### src/rtl/count_capture_fifo.sv
// Captures strobed count samples tagged with a wrap flag into a FIFO drained over valid/ready.
// Optional CAPTURE_DROP_CNT_EN adds a saturating count of samples dropped while full.
module count_capture_fifo #(
  parameter int CNT_W = 4,
  parameter int DEPTH = 8
) (
  input  logic                     clk,
  input  logic                     rst,
  input  logic [CNT_W-1:0]         cnt_in,
  input  logic                     cnt_valid,
  output logic [CNT_W:0]           out_data,
  output logic                     out_valid,
  input  logic                     out_ready,
  output logic                     full,
  output logic                     empty,
`ifdef CAPTURE_DROP_CNT_EN
  output logic [7:0]               drop_cnt,
`endif
  output logic [$clog2(DEPTH):0]   level
);

  localparam int AW = $clog2(DEPTH);
  localparam int LW = AW + 1;
  localparam logic [LW-1:0] FULL_LVL = LW'(DEPTH);

  logic [CNT_W:0]   mem_q [DEPTH];
  logic [AW-1:0]    wr_ptr_q, wr_ptr_d;
  logic [AW-1:0]    rd_ptr_q, rd_ptr_d;
  logic [LW-1:0]    level_q, level_d;
  logic [CNT_W-1:0] last_cnt_q, last_cnt_d;
  logic             have_prev_q, have_prev_d;
  logic             push, pop, wrap;

  assign full      = (level_q == FULL_LVL);
  assign empty     = (level_q == '0);
  assign out_valid = ~empty;
  assign out_data  = mem_q[rd_ptr_q];
  assign level     = level_q;

  // A sample offered while full is lost even if a pop frees a slot this cycle.
  assign push = cnt_valid & ~full;
  assign pop  = out_valid & out_ready;
  assign wrap = have_prev_q & (cnt_in < last_cnt_q);

  always_comb begin
    wr_ptr_d    = wr_ptr_q;
    rd_ptr_d    = rd_ptr_q;
    level_d     = level_q;
    last_cnt_d  = last_cnt_q;
    have_prev_d = have_prev_q;
    if (push) begin
      wr_ptr_d    = wr_ptr_q + AW'(1);
      last_cnt_d  = cnt_in;
      have_prev_d = 1'b1;
    end
    if (pop) begin
      rd_ptr_d = rd_ptr_q + AW'(1);
    end
    if (push && !pop) begin
      level_d = level_q + LW'(1);
    end else if (pop && !push) begin
      level_d = level_q - LW'(1);
    end
  end

  always_ff @(posedge clk or posedge rst) begin
    if (rst) begin
      wr_ptr_q    <= '0;
      rd_ptr_q    <= '0;
      level_q     <= '0;
      last_cnt_q  <= '0;
      have_prev_q <= 1'b0;
    end else begin
      wr_ptr_q    <= wr_ptr_d;
      rd_ptr_q    <= rd_ptr_d;
      level_q     <= level_d;
      last_cnt_q  <= last_cnt_d;
      have_prev_q <= have_prev_d;
    end
  end

  // Storage needs no reset: entries are only visible once level counts them.
  always_ff @(posedge clk) begin
    if (push) begin
      mem_q[wr_ptr_q] <= {wrap, cnt_in};
    end
  end

`ifdef CAPTURE_DROP_CNT_EN
  logic [7:0] drop_cnt_q, drop_cnt_d;

  always_comb begin
    drop_cnt_d = drop_cnt_q;
    if (cnt_valid && full && (drop_cnt_q != 8'hFF)) begin
      drop_cnt_d = drop_cnt_q + 8'd1;
    end
  end

  always_ff @(posedge clk or posedge rst) begin
    if (rst) begin
      drop_cnt_q <= '0;
    end else begin
      drop_cnt_q <= drop_cnt_d;
    end
  end

  assign drop_cnt = drop_cnt_q;
`endif

endmodule

### config.mk
export PLATFORM = sky130hd
export DESIGN_NAME = count_capture_fifo
export DESIGN_NICKNAME = d
export VERILOG_FILES = /design/src/rtl/count_capture_fifo.sv
export SDC_FILE = /design/constraint.sdc
export NUM_CORES = 1
export LEC_CHECK = 0
export ABC_CLOCK_PERIOD_IN_PS = 6100
export CAP_MARGIN = 20
export CELL_PAD_IN_SITES_DETAIL_PLACEMENT = 1
export CELL_PAD_IN_SITES_GLOBAL_PLACEMENT = 1
export CORE_MARGIN = 1
export CORE_UTILIZATION = 52
export DETAILED_ROUTE_END_ITERATION = 12
export GPL_ROUTABILITY_DRIVEN = 0
export GPL_TIMING_DRIVEN = 0
export PLACE_DENSITY = 0.94
export SKIP_CTS_REPAIR_TIMING = 1
export SYNTH_ARGS = -nofsm -noshare
export SYNTH_HDL_FRONTEND = slang
export SYNTH_SLANG_ARGS = --single-unit
### constraint.sdc
create_clock -name clk -period 6.1 [get_ports clk]
set_input_delay 1.22 -clock clk [delete_from_list [all_inputs] [get_ports clk]]
set_output_delay 1.22 -clock clk [all_outputs]
set_load 0.03 [all_outputs]
# After elaboration in Yosys (flattened, before gate mapping)
# Memories as Yosys holds them, arrays and structs flattened.
# Index checks and enable logic that the tools add are counted.
classes:
  n_mux: 4
  bitwise_logic: 5
  n_eq_ne: 1
  n_reduce_logical: 6
  order_cmp: 1
  addsub: 4
op_table:
  columns: ["operator", "n"]
  rows:
  - ["$mux 4", 2]
  - ["$add 3x1->3 const B", 2]
  - ["$add 4x1->4 const B", 1]
  - ["$eq 4x4->1 const B", 1]
  - ["$logic_not 4->1", 1]
  - ["$lt 4x4->1", 1]
  - ["$sub 4x1->4 const B", 1]
  - ["$and 1x1->1", 3]
  - ["$logic_and 1x1->1", 2]
  - ["$logic_not 1->1", 2]
  - ["$mux 1", 2]
  - ["$not 1->1", 2]
  - ["$reduce_bool 2->1", 1]
totals:
  out_inout_bits: 12
  ram_bits: 40
  mem_count: 1
  wordCells: 27
  regBits: 15
memory_table:
  columns: ["name", "words", "word_bits", "read_ports", "rd_clocked_by_memory_dff", "wr", "line", "source"]
  rows:
  - ["mem_q", 8, 5, 1, 0, 1, "26", "logic [CNT_W:0] mem_q [DEPTH];"]

# Depth between registers and ports, before layout
depth:
  ltp_word: 7
  depth_mapped: 12
  mapped_depth_nobuf: 10

# Worst setup path before layout
# Ideal clock, no wire load.
synth_path:
  path_kind: "reg-to-reg"
  from: "register level_q[1] (netlist: level[1])"
  to: "register level_q[3] (netlist: level[3])"
  setup_time_ns: 0.134
  synth_period_minus_slack_ns: 2.982
  required_ns: 5.966
  path_buffers: 2
  arrival_time_ns: 2.848
  path_stages_with_launch: 13
  slack_ns: 3.118
  cell_sequence: "dfrtp_1 nor4b_2 nand2b_1 buf_4 inv_2 buf_6 ha_1 inv_1 ha_1 a21oi_1 and3_1 o21bai_1 xnor2_1"
synth_via:
  elab_chain_cells: 6
  elab_cells_between_ends: 15
  classes_between: "add/sub (2); eq/ne (1); mux (2); bitwise (4); reduce/logical (6)"
synth_rtl:
  columns: ["item", "line", "source"]
  rows:
  - ["start, declared", "29", "logic [LW-1:0] level_q, level_d;"]
  - ["start signal, assigned", "76", "level_q <= level_d;"]
  - ["$eq 4x4->1 (*)", "34", "assign full = (level_q == FULL_LVL);"]
  - ["via full", "14", "output logic full,"]
  - ["$not 1->1 (*)", "41", "assign push = cnt_valid & ~full;"]
  - ["$and 1x1->1 (*)", "41", null]
  - ["via push", "32", "logic push, pop, wrap;"]
  - ["$logic_not 1->1", "61", "end else if (pop && !push) begin"]
  - ["$logic_and 1x1->1", "61", null]
  - ["$reduce_bool 2->1 (no line)", null, null]
# The timed path passes the listed nets; every way through them passes the cells marked *. The select of a mux whose other input is x is not followed.
# A chain may end at the register's enable or synchronous reset.

# Final worst setup path
layout_path:
  from: "register rd_ptr_q[1]"
  to: "output out_data[2]"
layout_via:
  elab_chain_cells: 1
layout_rtl:
  columns: ["item", "line", "source"]
  rows:
  - ["start, declared", "28", "logic [AW-1:0] rd_ptr_q, rd_ptr_d;"]
  - ["start signal, assigned", "75", "rd_ptr_q <= rd_ptr_d;"]
  - ["$mem_v2 8x5", null, null]
  - ["end, declared", "11", "output logic [CNT_W:0] out_data,"]
# Every way passes these cells.

==> flow_metrics.env <==
export IMPL_status="finished clean"
export IMPL_ys_seq_area_share_pct=65.5
export IMPL_grt_pass1_vias=1502
export IMPL_cts_sinks=55
export IMPL_ys_seq_elements=55
export IMPL_routed_via_density=5.86
export IMPL_rrSetupSlack_ps=3370
export IMPL_cp_slowest_stage_delay_ps=600
export IMPL_ir_worst_vdd_v=0.000232
export IMPL_hp_class="flop to flop"
export IMPL_cap_violations=0
export IMPL_crit_path_max_fanout=10
export IMPL_fillers=400
export IMPL_worstPathArrival_ps=2430
export IMPL_yosys_warnings=0
export IMPL_hold_viol=0
export IMPL_worstPathRequired_ps=4880
export IMPL_num_rows=24
export IMPL_period_minus_slack_ps=3650
export IMPL_diodes=0
export IMPL_dieHeight_um=70.1
export IMPL_synth_avg_cell_area_um2=16.8
export IMPL_start_util_pct=54.6
export IMPL_insertion_delay_ps=300
export IMPL_worst_setup_path_end_kind="output port"
export IMPL_critPathKind="flop to output port"
export IMPL_fin_setup_tns_ps=0
export IMPL_drt_total_wl_um=5210
export IMPL_worstSetupStartpointType="flop"
export IMPL_seqCellArea_um2=1580
export IMPL_r2r_end="level[3]"
export IMPL_critPathTopFamily="buffers and inverters"
export IMPL_crit_end="out_data[2]"
export IMPL_grt_max_degree=16
export IMPL_syn_num_nets=160
export IMPL_worst_slew_pin_slew_ps=1090
export IMPL_dieArea_um2=4910
export IMPL_finalSetupViolCount=0
export IMPL_syn_area_um2=2410
export IMPL_drive_above_1_share_pct=14.6
export IMPL_antenna_left=0
export IMPL_layout_common_cells="edfxtp_1 (40), clkdlybuf4s50_1 (19), dfrtp_1 (15)"
export IMPL_grt_usage_pct=23.7
export IMPL_clockBufferDepth=2
export IMPL_io_pins=20
export IMPL_skew_ps=4.97
export IMPL_max_freq_mhz=274
export IMPL_min_period_over_period_pct=59.9
export IMPL_antenna_found_initial=0
export IMPL_multiInputGateArea_um2=768
export IMPL_grt_pass1_wl_um=8310
export IMPL_ys_types=30
export IMPL_p_leak_nw=1.03
export IMPL_hold_path_startpoint="have_prev_q"
export IMPL_cts_tree="done"
export IMPL_drt_initial_drc_count=97
export IMPL_path_buf_inv=2
export IMPL_nets=187
export IMPL_final_common_cell="edfxtp_1"
export IMPL_rr_worst_depth=12
export IMPL_path_cells="clkbuf_1 > mux4_1 > mux2_2 > clkdlybuf4s50_1"
export IMPL_grt_setup_unrepaired="no"
export IMPL_num_vias=1306
export IMPL_syn_inst=143
export IMPL_critical_path_startpoint="rd_ptr_q[1]"
export IMPL_cp_slowest_cell="clkdlybuf4s50_1"
export IMPL_root_buffer="clkbuf_8"
export IMPL_powerDensity_nw_per_um2=490
export IMPL_coreArea_um2=4410
export IMPL_drc=0
export IMPL_slew_viol_final=0
export IMPL_h_tree_depth=2
export IMPL_utilization_pct=62.3
export IMPL_clk_pin_slew_ps=90
export IMPL_maxSlewHeadroom_pct=26.9
export IMPL_io_buffers=19
export IMPL_die_w_um=70.1
export IMPL_grt_ovfl_total=0
export IMPL_drt_first_pass_iters=4
export IMPL_reg2reg_from="level[2]"
export IMPL_path_depth=4
export IMPL_wl_per_cell_um=23.3
export IMPL_dpl_hpwl_um=3990
export IMPL_cts_buffers=5
export IMPL_area_delta_synth_final_pct=14.1
state kept, by name (all words and copies together) (netlist names):
register	count
rd_ptr_q	3
last_cnt_q	4
level	4
have_prev_q	1
wr_ptr_q	3
mem_q	40
metal layers:
layer / up-vias / global-route usage (%) / wire length [µm]
met4: 0 / 8.89 / 121
met5: - / 0 / 0
li1: 590 / - / -
met3: 14 / 5.05 / 172
met2: 26 / 42.3 / 2870
met1: 676 / 27.9 / 2040
final cells by class:
type / count / share of cell area (%)
clock inverter: 2 / 0.273
inverter: 7 / 0.956
buffer: 5 / 1.37
timing repair buffer: 20 / 7.10
multi-input combinational: 76 / 27.9
sequential: 55 / 57.4
tap: 52 / 2.37
clock buffer: 6 / 2.64
cell usage after synthesis:
master,instances,area [µm²]
buf_1,1,3.75
nand3_1,2,10.0
dfrtp_1,15,375
ha_1,8,100
fa_1,1,20.0
buf_6,2,22.5
nand2_1,12,45.0
nor2_1,3,11.3
nor4_1,1,6.26
and3_1,1,6.26
o21ai_2,3,26.3
edfxtp_1,40,1200
inv_2,1,3.75
nor3_1,4,20.0
or4_4,1,11.3
nor4b_2,1,15.0
a21o_1,2,15.0
clkbuf_1,1,3.75
mux2_2,7,78.8
mux4_1,9,236
mux4_2,1,22.5
nand2_4,1,11.3
a21oi_1,3,15.0
nand2b_1,6,37.5
o21ai_0,1,5.00
buf_4,1,7.51
nand2_2,1,6.26
o21bai_1,1,7.51
inv_1,6,22.5
xnor2_1,7,61.3
power by group:
group	switching [mW]	internal [mW]
Clock	0.110	0.0786
Combinational	0.317	0.277
Sequential	0.0705	0.492
cell families (layout without fill, tap and decap cells):
kind of cell             count (synthesis)  in the layout  synth area share (%)
flip-flops                              55             55                  65.5
adder cells (fa/ha/maj)                  9              9                  4.99
XOR/XNOR                                 7              7                  2.55
multiplexers                            17             17                  14.0
AO/OA/AOI/OAI                           10             10                  2.86
buffers and inverters                   12             40                  2.65
AND/OR/NAND/NOR                         33             33                  7.48
how the worst min path moves through the flow:
stage	end	slack, ps	cells after the start
3_3_place_gp	have_prev_q	460	1
2_1_floorplan	have_prev_q	440	1
3_5_place_dp	have_prev_q	460	1
5_1_grt	have_prev_q	510	1
6_report	have_prev_q	480	1
4_1_cts	have_prev_q	490	1
through the flow:
stage	instances	area [µm²]	worst slack (ps)	power, mW	hold WS (ps)
2_1_floorplan	143	2410	3120	0.951	436
3_3_place_gp	214	2660	2780	1.10	457
3_5_place_dp	215	2670	2610	1.17	462
4_1_cts	223	2750	2420	1.36	490
5_1_grt	223	2750	2340	1.41	513
6_report	223	2750	2450	1.35	484
No activity file was read; power rests on OpenSTA's default activity.
